<file path="src/rtl/knn_vote_if.sv">
// Request/result bundle for the k-nearest-neighbour majority vote block.
// The master side supplies the neighbour slots and start; the slave side returns the result.
interface knn_vote_if #(
  parameter int K       = 10,
  parameter int LABEL_W = 8,
  parameter int DIST_W  = 32,
  parameter int CNT_W   = 4
);
  logic                   start;
  logic [K-1:0]           nb_valid;
  logic [K*LABEL_W-1:0]   nb_label;
  logic [K*DIST_W-1:0]    nb_dist;
  logic                   busy;
  logic                   done;
  logic [LABEL_W-1:0]     class_out;
  logic [CNT_W-1:0]       votes;
  logic                   empty;

  modport master (
    output start, nb_valid, nb_label, nb_dist,
    input  busy, done, class_out, votes, empty
  );

  modport slave (
    input  start, nb_valid, nb_label, nb_dist,
    output busy, done, class_out, votes, empty
  );
endinterface

</file>
<file path="src/rtl/knn_vote.sv">
// Majority vote over K neighbour slots: every candidate label is counted against all slots,
// ties broken by smaller minimum distance and then by smaller label. Fixed K*K+1 cycle latency.
module knn_vote #(
  parameter int K       = 10,
  parameter int LABEL_W = 8,
  parameter int DIST_W  = 32,
  parameter int CNT_W   = 4
) (
  input logic       clk,
  input logic       rst,
  input logic       soft_rst,
  knn_vote_if.slave bus
);
  localparam int IDX_W = (K > 1) ? $clog2(K) : 1;
  localparam logic [IDX_W-1:0] LAST = IDX_W'(K - 1);

  typedef enum logic [1:0] {IDLE, SCAN, COMMIT} state_t;

  state_t state;
  state_t state_nxt;

  logic [K-1:0]       valid_q;
  logic [LABEL_W-1:0] label_q [K];
  logic [DIST_W-1:0]  dist_q  [K];
  logic [IDX_W-1:0]   i_q;
  logic [IDX_W-1:0]   j_q;
  logic [CNT_W-1:0]   run_cnt;
  logic [DIST_W-1:0]  run_min;
  logic [CNT_W-1:0]   best_cnt;
  logic [DIST_W-1:0]  best_min;
  logic [LABEL_W-1:0] best_label;

  logic               done_q;
  logic [LABEL_W-1:0] class_q;
  logic [CNT_W-1:0]   votes_q;
  logic               empty_q;

  logic               match;
  logic               better;
  logic [LABEL_W-1:0] label_i;
  logic [CNT_W-1:0]   fin_cnt;
  logic [DIST_W-1:0]  fin_min;

  always_ff @(posedge clk or negedge rst) begin
    if (!rst)          state <= IDLE;
    else if (soft_rst) state <= IDLE;
    else               state <= state_nxt;
  end

  always_comb begin
    state_nxt = state;
    case (state)
      IDLE:    if (bus.start) state_nxt = SCAN;
      SCAN:    if (i_q == LAST && j_q == LAST) state_nxt = COMMIT;
      COMMIT:  state_nxt = IDLE;
      default: state_nxt = IDLE;
    endcase
  end

  always_comb begin
    bus.busy      = (state != IDLE);
    bus.done      = done_q;
    bus.class_out = class_q;
    bus.votes     = votes_q;
    bus.empty     = empty_q;
  end

  // Running totals including the slot j currently being examined.
  always_comb begin
    label_i = label_q[i_q];
    match   = valid_q[j_q] && (label_q[j_q] == label_i);
    fin_cnt = run_cnt + CNT_W'(match);
    fin_min = (match && (dist_q[j_q] < run_min)) ? dist_q[j_q] : run_min;
    better  = valid_q[i_q] &&
              ((fin_cnt > best_cnt) ||
               ((fin_cnt == best_cnt) &&
                ((fin_min < best_min) ||
                 ((fin_min == best_min) && (label_i < best_label)))));
  end

  always_ff @(posedge clk or negedge rst) begin
    if (!rst) begin
      valid_q    <= '0;
      for (int s = 0; s < K; s++) begin
        label_q[s] <= '0;
        dist_q[s]  <= '0;
      end
      i_q        <= '0;
      j_q        <= '0;
      run_cnt    <= '0;
      run_min    <= '0;
      best_cnt   <= '0;
      best_min   <= '0;
      best_label <= '0;
    end else if (soft_rst) begin
      valid_q    <= '0;
      for (int s = 0; s < K; s++) begin
        label_q[s] <= '0;
        dist_q[s]  <= '0;
      end
      i_q        <= '0;
      j_q        <= '0;
      run_cnt    <= '0;
      run_min    <= '0;
      best_cnt   <= '0;
      best_min   <= '0;
      best_label <= '0;
    end else if (state == IDLE && bus.start) begin
      valid_q <= bus.nb_valid;
      for (int s = 0; s < K; s++) begin
        label_q[s] <= bus.nb_label[s*LABEL_W +: LABEL_W];
        dist_q[s]  <= bus.nb_dist[s*DIST_W +: DIST_W];
      end
      i_q        <= '0;
      j_q        <= '0;
      run_cnt    <= '0;
      run_min    <= '1;
      best_cnt   <= '0;
      best_min   <= '1;
      best_label <= '0;
    end else if (state == SCAN) begin
      if (j_q == LAST) begin
        j_q     <= '0;
        i_q     <= (i_q == LAST) ? '0 : i_q + IDX_W'(1);
        run_cnt <= '0;
        run_min <= '1;
        if (better) begin
          best_cnt   <= fin_cnt;
          best_min   <= fin_min;
          best_label <= label_i;
        end
      end else begin
        j_q     <= j_q + IDX_W'(1);
        run_cnt <= fin_cnt;
        run_min <= fin_min;
      end
    end
  end

  // best_cnt stays zero only when no slot was valid, which also leaves best_label at zero.
  always_ff @(posedge clk or negedge rst) begin
    if (!rst) begin
      done_q  <= 1'b0;
      class_q <= '0;
      votes_q <= '0;
      empty_q <= 1'b0;
    end else if (soft_rst) begin
      done_q  <= 1'b0;
      class_q <= '0;
      votes_q <= '0;
      empty_q <= 1'b0;
    end else begin
      done_q <= 1'b0;
      if (state == COMMIT) begin
        done_q  <= 1'b1;
        class_q <= best_label;
        votes_q <= best_cnt;
        empty_q <= (best_cnt == '0);
      end
    end
  end
endmodule

</file>
<file path="src/flat_wrapper.sv">
// flat-port wrapper written by rule: the top's interface ports become plain ports
module knn_vote_flat 
#(
  parameter int K       = 10,
  parameter int LABEL_W = 8,
  parameter int DIST_W  = 32,
  parameter int CNT_W   = 4
)
  (clk, rst, soft_rst, bus_start, bus_nb_valid, bus_nb_label, bus_nb_dist, bus_busy, bus_done, bus_class_out, bus_votes, bus_empty);
  knn_vote_if #(.K(K), .LABEL_W(LABEL_W), .DIST_W(DIST_W), .CNT_W(CNT_W)) bus_i ();
  input logic clk;
  input logic rst;
  input logic soft_rst;
  input wire logic [$bits(bus_i.start)-1:0] bus_start;
  input wire logic [$bits(bus_i.nb_valid)-1:0] bus_nb_valid;
  input wire logic [$bits(bus_i.nb_label)-1:0] bus_nb_label;
  input wire logic [$bits(bus_i.nb_dist)-1:0] bus_nb_dist;
  output wire logic [$bits(bus_i.busy)-1:0] bus_busy;
  output wire logic [$bits(bus_i.done)-1:0] bus_done;
  output wire logic [$bits(bus_i.class_out)-1:0] bus_class_out;
  output wire logic [$bits(bus_i.votes)-1:0] bus_votes;
  output wire logic [$bits(bus_i.empty)-1:0] bus_empty;
  assign bus_i.start = bus_start;
  assign bus_i.nb_valid = bus_nb_valid;
  assign bus_i.nb_label = bus_nb_label;
  assign bus_i.nb_dist = bus_nb_dist;
  assign bus_busy = bus_i.busy;
  assign bus_done = bus_i.done;
  assign bus_class_out = bus_i.class_out;
  assign bus_votes = bus_i.votes;
  assign bus_empty = bus_i.empty;
  knn_vote #(.K(K), .LABEL_W(LABEL_W), .DIST_W(DIST_W), .CNT_W(CNT_W)) u_core (.clk(clk), .rst(rst), .soft_rst(soft_rst), .bus(bus_i));
endmodule
</file>
<file path="config.mk">
export PLATFORM = sky130hd
export DESIGN_NAME = knn_vote_flat
export DESIGN_NICKNAME = d
export VERILOG_FILES = /design/src/rtl/knn_vote_if.sv /design/src/rtl/knn_vote.sv /design/src/flat_wrapper.sv
export SDC_FILE = /design/constraint.sdc
export NUM_CORES = 1
export LEC_CHECK = 0
export CORE_ASPECT_RATIO = 2
export CORE_MARGIN = 3
export CORE_UTILIZATION = 30
export CTS_CLUSTER_DIAMETER = 100
export DETAILED_ROUTE_END_ITERATION = 6
export GPL_TIMING_DRIVEN = 0
export MAX_ROUTING_LAYER = met4
export SYNTH_ARGS = -nofsm -noshare
export SYNTH_HDL_FRONTEND = slang
export SYNTH_SLANG_ARGS = --single-unit
</file>
<file path="constraint.sdc">
create_clock -name clk -period 8.5 [get_ports clk]
set_input_delay 1.275 -clock clk [delete_from_list [all_inputs] [get_ports clk]]
set_output_delay 1.275 -clock clk [all_outputs]
set_load 0.1 [all_outputs]
</file>
==> results.md, run 1 <==
* CP max stage cell: o22ai_1
* Final Max Slew Viols at 0
* Pre-antenna DRT Iters at 5
* Per-cell routed wire length at approximately 25 microns
* Via count at 25.4k
* Layout Skew at 41.7 ps
* Syn Inst Count at between 3k and 4k
* Worst Path Buf+Inv at 9
* H-tree levels at 2
* Worst skew pair latency at 620 ps
* RSZ-0062 raised after global routing: no
* Synth warnings at 0
* Worst hold path class: flip-flop to flip-flop
* Pleak at ~14 nW
* Vias in the first global route at approximately 26k
* Run status: finished, final reports clean
* Max-Cap Viols at 0
* Fill cells at 9142
* First-pass GRT wire length at ~170000 microns
* Total Nets Final at 3989
* CP peak stage delay at approximately 630 ps
* Synth-to-Final Area Change at 28.8%
* Cell mode on critical path: buf_4
* Clk root buf: clkbuf_16
* # IOs at about 430
* Gpl congestion at 0.997
* Critical path class: flip-flop to flip-flop
* Yosys cell types at 62
* Syn Std Cell Area at 27300 sq um
* HPWL after DPL at 95500 microns
* Total GRT Usage at 25.6%
* Die W at roughly 220 microns
* P per Cell Area at 181 nW/um^2
* Fin. Hold Viols at 0
* #FFs+latches synth at 514
* Mean Syn Cell Area at 9.07 sq um
* Via density at 5.39
* Seq/Total Area, Yosys at 47.1%
* Number of enable flip-flop cells after synthesis at 0
* Max_slew headroom at 15.3%
* Slew @ Worst Pin at 1270 ps
* Final period util at roughly 97%
* Peak supply drop at approximately 140 uV
* Main synth FF type: dfrtp_1
* Cts hold-fix bufs at 0
* Syn_nets at 3506
* Die area at ~95000 sq um
* Rows at between 150 and 200
* Drc violations at 0
* Required time worst endpoint at 9000 ps
* Total gr overflow at 0
* Chip height at 433 microns
* Util after Layout at 39.0%
* Clock tree buffer depth at 3
* WL met3 at 6480 microns
* Initial antenna violation count at 0
* Async SR Flop Fraction at 100%
* Setup Viol. Count Final at 0
* CTS buffer count at 48
* TritonCTS clock tree: yes
* CTS clk-pin slew, worst paths at 70 ps
* CP Max Fanout at 10
* Max Fclk at 0.121 GHz
* Cell family with most CP delay: compound AO/OA/AOI/OAI gates
* Starting density of the core at 30.2%
* Top layer in use: met4
* Core ar. at 90400 sq um
* Initial DRC Count at 2122
* Largest net degree at the start of global routing at 115
* Hold WS at ~470 ps
* Nature of the critical path startpoint: flip-flop
* Min Tclk post-route at 8260 ps
* Total Wirelength at 120000 microns
* Wire length on met2 at 60200 microns
* Final antenna-violating net count at 0
* CP Data Arrival Time at 8760 ps
* Endpoint class of the critical path: flip-flop
* Sink Count at 514
* Share of cells above drive strength 1 at 7.93%
* IO buf count at 428
* WL met1 at 43400 microns
## power breakdown
group | leakage [nW] | total, W | internal [W] | switching, W
Clock | 0.858 | 0.00244 | 0.00138 | 0.00107
Sequential | 6.93 | 0.00268 | 0.00258 | 0.0000995
Combinational | 6.59 | 0.00126 | 0.000487 | 0.000777
## worst min-delay path: cells and delay by family (launching register included)
family | cells | cell delay (ps)
AO/OA/AOI/OAI | 1 | 50
AND/OR/NAND/NOR | 1 | 50
flip-flops | 1 | 340
## flip-flops by register name, indices dropped and copies added (netlist names), 2 cells and up
name,cells
u_core.bus.votes,4
u_core.valid_q,10
u_core.run_min,32
u_core.best_cnt,4
u_core.bus.class_out,8
u_core.dist_q,320
u_core.i_q,4
u_core.label_q,80
u_core.best_min,32
u_core.j_q,4
u_core.state,2
u_core.best_label,8
u_core.run_cnt,4
## final timing paths
| path | start | to | slack [ps] | cells after the start |
|---|---|---|---|---|
| min in group asynchronous | rst | u_core.dist_q[25] | 690 | 2 |
| worst min-delay path | u_core.best_min[26] | u_core.best_min[26] | 470 | 2 |
| worst max register to register | u_core.j_q[1] | u_core.best_min[17] | 240 | 30 |
| worst max-delay path | u_core.j_q[1] | u_core.best_min[17] | 240 | 30 |
| max in group asynchronous | rst | u_core.dist_q[203] | 5900 | 5 |
| worst min register to register | u_core.best_min[26] | u_core.best_min[26] | 470 | 2 |
## area by class of cell
class / count / area, sq um / area share, %
multi-input cells: 2166 / 13200 / 37.4
flip-flops and latches: 514 / 12900 / 36.5
repair buffers: 436 / 4470 / 12.7
well taps: 1185 / 1480 / 4.21
clock buffers: 66 / 1400 / 3.98
plain buffers: 245 / 1170 / 3.32
clock inverters: 22 / 329 / 0.935
inverters: 84 / 315 / 0.896
diodes: 1 / 2.50 / 0.00711
## synth_stat cells (54+ instances only)
master / number / area (sq um)
a211oi_1: 63 / 473
a21oi_1: 454 / 2270
clkbuf_1: 188 / 706
dfrtp_1: 514 / 12900
ha_1: 80 / 1000
inv_1: 81 / 304
mux2i_1: 87 / 871
mux4_2: 97 / 2180
nand2_1: 932 / 3500
nor2_1: 54 / 203
nor4_1: 74 / 463
o21ai_0: 81 / 405
## cell families (layout without fill, tap and decap cells)
| logic type | after synthesis | in the layout | synth area share, % |
|---|---|---|---|
| flops | 514 | 514 | 47.1 |
| compound gates | 733 | 733 | 15.1 |
| simple gates | 1156 | 1156 | 17.4 |
| mux | 187 | 187 | 11.3 |
| buf+inv | 332 | 853 | 5.13 |
| other cells | 0 | 1 | 0 |
| fa+ha+maj | 80 | 80 | 3.66 |
| xor+xnor | 10 | 10 | 0.321 |
## per-stage QoR
stage / instance area, sq um / worst slack, ps / std cells / TNS [ps] / power, W
after floorplan: 27300 / 1870 / 3012 / 0 / 0.00330
after global placement: 33100 / -17840 / 4625 / -9181140 / 0.00394
after detailed placement: 33200 / -2020 / 4630 / -84330 / 0.00395
after CTS: 35100 / 11.9 / 4720 / 0 / 0.00639
after global routing: 35200 / 0.289 / 4718 / 0 / 0.00659
final: 35200 / 241 / 4719 / 0 / 0.00638
## cell usage in the layout, fill, tap and decap left out, drive strengths merged, types with 8 or more instances in the layout
cell type and n:
a211oi 64, a21o 9, a21oi 455, a22oi 11, buf 66, clkbuf 254, clkdlybuf4s50 427, clkinv 12
dfrtp 514, ha 80, inv 87, mux2i 87, mux4 97, nand2 933, nand3 43, nand4 12
nor2 55, nor4 75, o21ai 93, o22ai 37, o31ai 37, xor2 8
## repair_timing
item / 4_1_cts / 5_1_grt
gates resized for setup: 51 / 30
endpoints found under the setup margin: 44 / 44
gates cloned: 0 / 1
buffers inserted: 2 / 0
pin swaps: 4 / 1
## per-layer routing
| layer | up-vias | track usage, % |
|---|---|---|
| met2 | 1127 | 43.7 |
| met4 | 0 | 16.7 |
| met1 | 12600 | 28.3 |
| met5 | - | - |
| li1 | 11400 | - |
| met3 | 316 | 2.42 |
No activity file was read; power rests on OpenSTA's default activity.
==> run 2: changes to the inputs <==
--- a/config.mk
+++ b/config.mk
@@ -6,7 +6,7 @@
 export NUM_CORES = 1
 export LEC_CHECK = 0
 export CORE_ASPECT_RATIO = 2
-export CORE_MARGIN = 3
+export CORE_MARGIN = 1
 export CORE_UTILIZATION = 30
 export CTS_CLUSTER_DIAMETER = 100
 export DETAILED_ROUTE_END_ITERATION = 6
==> constraint.sdc (replaced) <==
create_clock -name clk -period 10.1 [get_ports clk]
set_input_delay 1.515 -clock clk [delete_from_list [all_inputs] [get_ports clk]]
set_output_delay 1.515 -clock clk [all_outputs]
set_load 0.1 [all_outputs]
==> run 2 against run 1 <==
  * Via count decreased by 0.34%
  * Die area decreased by 2.7%
  * Utilization decreased by 0.15 points
  * Highest routed layer unchanged
  * Largest power group unchanged
  * Setup slack improved by 140 ps
==> results.md, run 2 (synthesis gave the netlist of run 1 again) <==
* H-tree levels at 2
* Per-cell routed wire length at 25.4 microns
* R2r startpoint: u_core.j_q[0]
* Final Max Slew Viols at 0
* Pre-antenna DRT Iters at 5
* Chip height at about 430 microns
* Core ar. at 90400 sq um
* Min Tclk post-route at 9720 ps
* Nature of the critical path startpoint: flip-flop
* Slew @ Worst Pin at between 1000 and 1500 ps
* Post-DP Area at 33200 sq um
* Worst reg2reg path depth at 32
* # IOs at roughly 430
* GRT met1 Usage at between 20% and 30%
* Via density at 5.37
* P per Cell Area at 156 nW/um^2
* Total GRT Usage at 26.5%
* Clock tree buffer depth at 3
* Layout Skew at 59.7 ps
* Design area at 35100 sq um
* Commonest non-fill, non-tap cell in the layout: nand2_1
* Worst skew pair latency at 650 ps
* Cell mode on critical path: buf_4
* Initial antenna violation count at 2
* Largest net degree at the start of global routing at 120
* CTS clk-pin slew, worst paths at 80 ps
* Starting density of the core at 30.2%
* CP startpoint: u_core.j_q[0]
* Reg-to-Reg End: u_core.best_min[17]
* Max Fclk at just over 0.1 GHz
* Die W at 215 microns
* CP max stage cell: mux4_2
* Total Wirelength at 120000 microns
* Peak supply drop at 123 uV
* R2r setup slk at 380 ps
* Die area at between 90000 and 100000 sq um
* M2 GR Usage at 45.2%
* CP Max Fanout at 10
* Worst slack, placed at -356 ps
* First-pass GRT wire length at ~170000 microns
* Sink Count at between 500 and 600
* Clk root buf: clkbuf_16
* Setup Viol. Count Final at 0
* Final period util at 96.3%
* Drc violations at 0
* Fin. Hold Viols at 0
* Worst hold start: u_core.best_min[3]
* TritonCTS clock tree: yes
* Endpoint class of the critical path: flip-flop
* Critical path class: flip-flop to flip-flop
* Share of cells above drive strength 1 at 7.05%
* Post CTS Setup Buffer Count at 0
* HPWL after DPL at 95100 microns
* Initial DRC Count at 1973
* Final antenna-violating net count at 0
* Via count at 25.4k
* Pleak at between 10 and 15 nW
* CP peak stage delay at 650 ps
* CTS buffer count at 49
* Endpoint, Worst Hold: u_core.best_min[3]
* Run status: finished, final reports clean
* Worst Setup Slack, final at 377 ps
* Largest registers: u_core.dist_q (320), u_core.label_q (80)
* Synth-to-Final Area Change at 28.3%
* Gpl congestion at 0.992
* Required time worst endpoint at 10550 ps
* Max_slew headroom at 14.0%
* Total gr overflow at 0
* Total Nets Final at around 4.0k
* IO buf count at 428
* Rows at 156
* WHS Path Cells at 2
* Commonest cells after routing, fill and taps aside: 932 x nand2_1, 514 x dfrtp_1, 454 x a21oi_1
* Cts hold-fix bufs at 0
* CP Data Arrival Time at 10170 ps
* Max FFs per register at 320
* Met3 Use GR at 3.11%
* Worst hold path class: flip-flop to flip-flop
* Vias in the first global route at ~26k
* Most used routing layer: met2
* Max-Cap Viols at 0
* Largest Register: u_core.dist_q
==> run 2: cell count changes in the layout (fill, tap and decap cells not counted), sizes merged <==
cell	delta
buf	-2
bufinv	+1
clkbuf	+6
clkinv	-3
clkinvlp	+1
inv	-3
==> run 2: critical path, delay by kind of cell (launching register included) <==
kind                     cells  cell delay (ps)
flip-flops                   1              430
buffers and inverters       11             3150
AND/OR/NAND/NOR              8             2110
adder cells (fa/ha/maj)      2              770
AO/OA/AOI/OAI                9             1930
multiplexers                 2             1070
==> run 2: timing repair <==
action,CTS,global route
endpoints found under the setup margin,43,43
resized for setup,1,13
gates cloned,0,0
==> run 2: worst max-delay path by stage <==
stage / end / slack [ps] / cells after the start
after floorplan: u_core.best_cnt[0] / 3470 / 32
after global placement: u_core.dist_q[203] / -16530 / 1
after detailed placement: u_core.best_min[17] / -360 / 27
after CTS: u_core.best_min[17] / 170 / 29
after global routing: u_core.best_min[17] / -30 / 32
final: u_core.best_min[17] / 380 / 32
==> run 2: area by class of cell <==
| class | instances | area [sq um] |
|---|---|---|
| clock buffer | 72 | 1500 |
| antenna | 1 | 2.50 |
| fill | 9258 | 55300 |
| multi-input combinational | 2166 | 13100 |
| timing repair buffer | 432 | 4400 |
| clock inverter | 18 | 339 |
| tap | 1185 | 1480 |
| sequential | 514 | 12900 |
| inverter | 84 | 315 |
| buffer | 247 | 1090 |
==> run 2: where the power goes <==
| part | total (W) | leakage, nW | switching (W) | internal (W) |
|---|---|---|---|---|
| logic | 0.00105 | 6.52 | 0.000654 | 0.000400 |
| clock network | 0.00215 | 0.899 | 0.000910 | 0.00124 |
| registers | 0.00225 | 6.93 | 0.0000829 | 0.00217 |
==> run 2: metal layers <==
metal | up-vias | wire, microns
met5 | - | 0
met4 | 0 | 10100
met3 | 340 | 6280
met2 | 1103 | 60100
met1 | 12500 | 43200
li1 | 11400 | -
==> run 2: stage by stage <==
step | hold WS, ps | util, % | std cells | TNS, ps | power, W
floorplan | 449 | - | 3012 | 0 | 0.00278
CTS | 481 | 38.8 | 4718 | 0 | 0.00546
global route | 505 | 38.8 | 4719 | -127 | 0.00563
detailed placement | 467 | 36.7 | 4629 | -11580 | 0.00333
global placement | 462 | 36.6 | 4625 | -8425420 | 0.00332
finish | 475 | 38.8 | 4719 | 0 | 0.00546
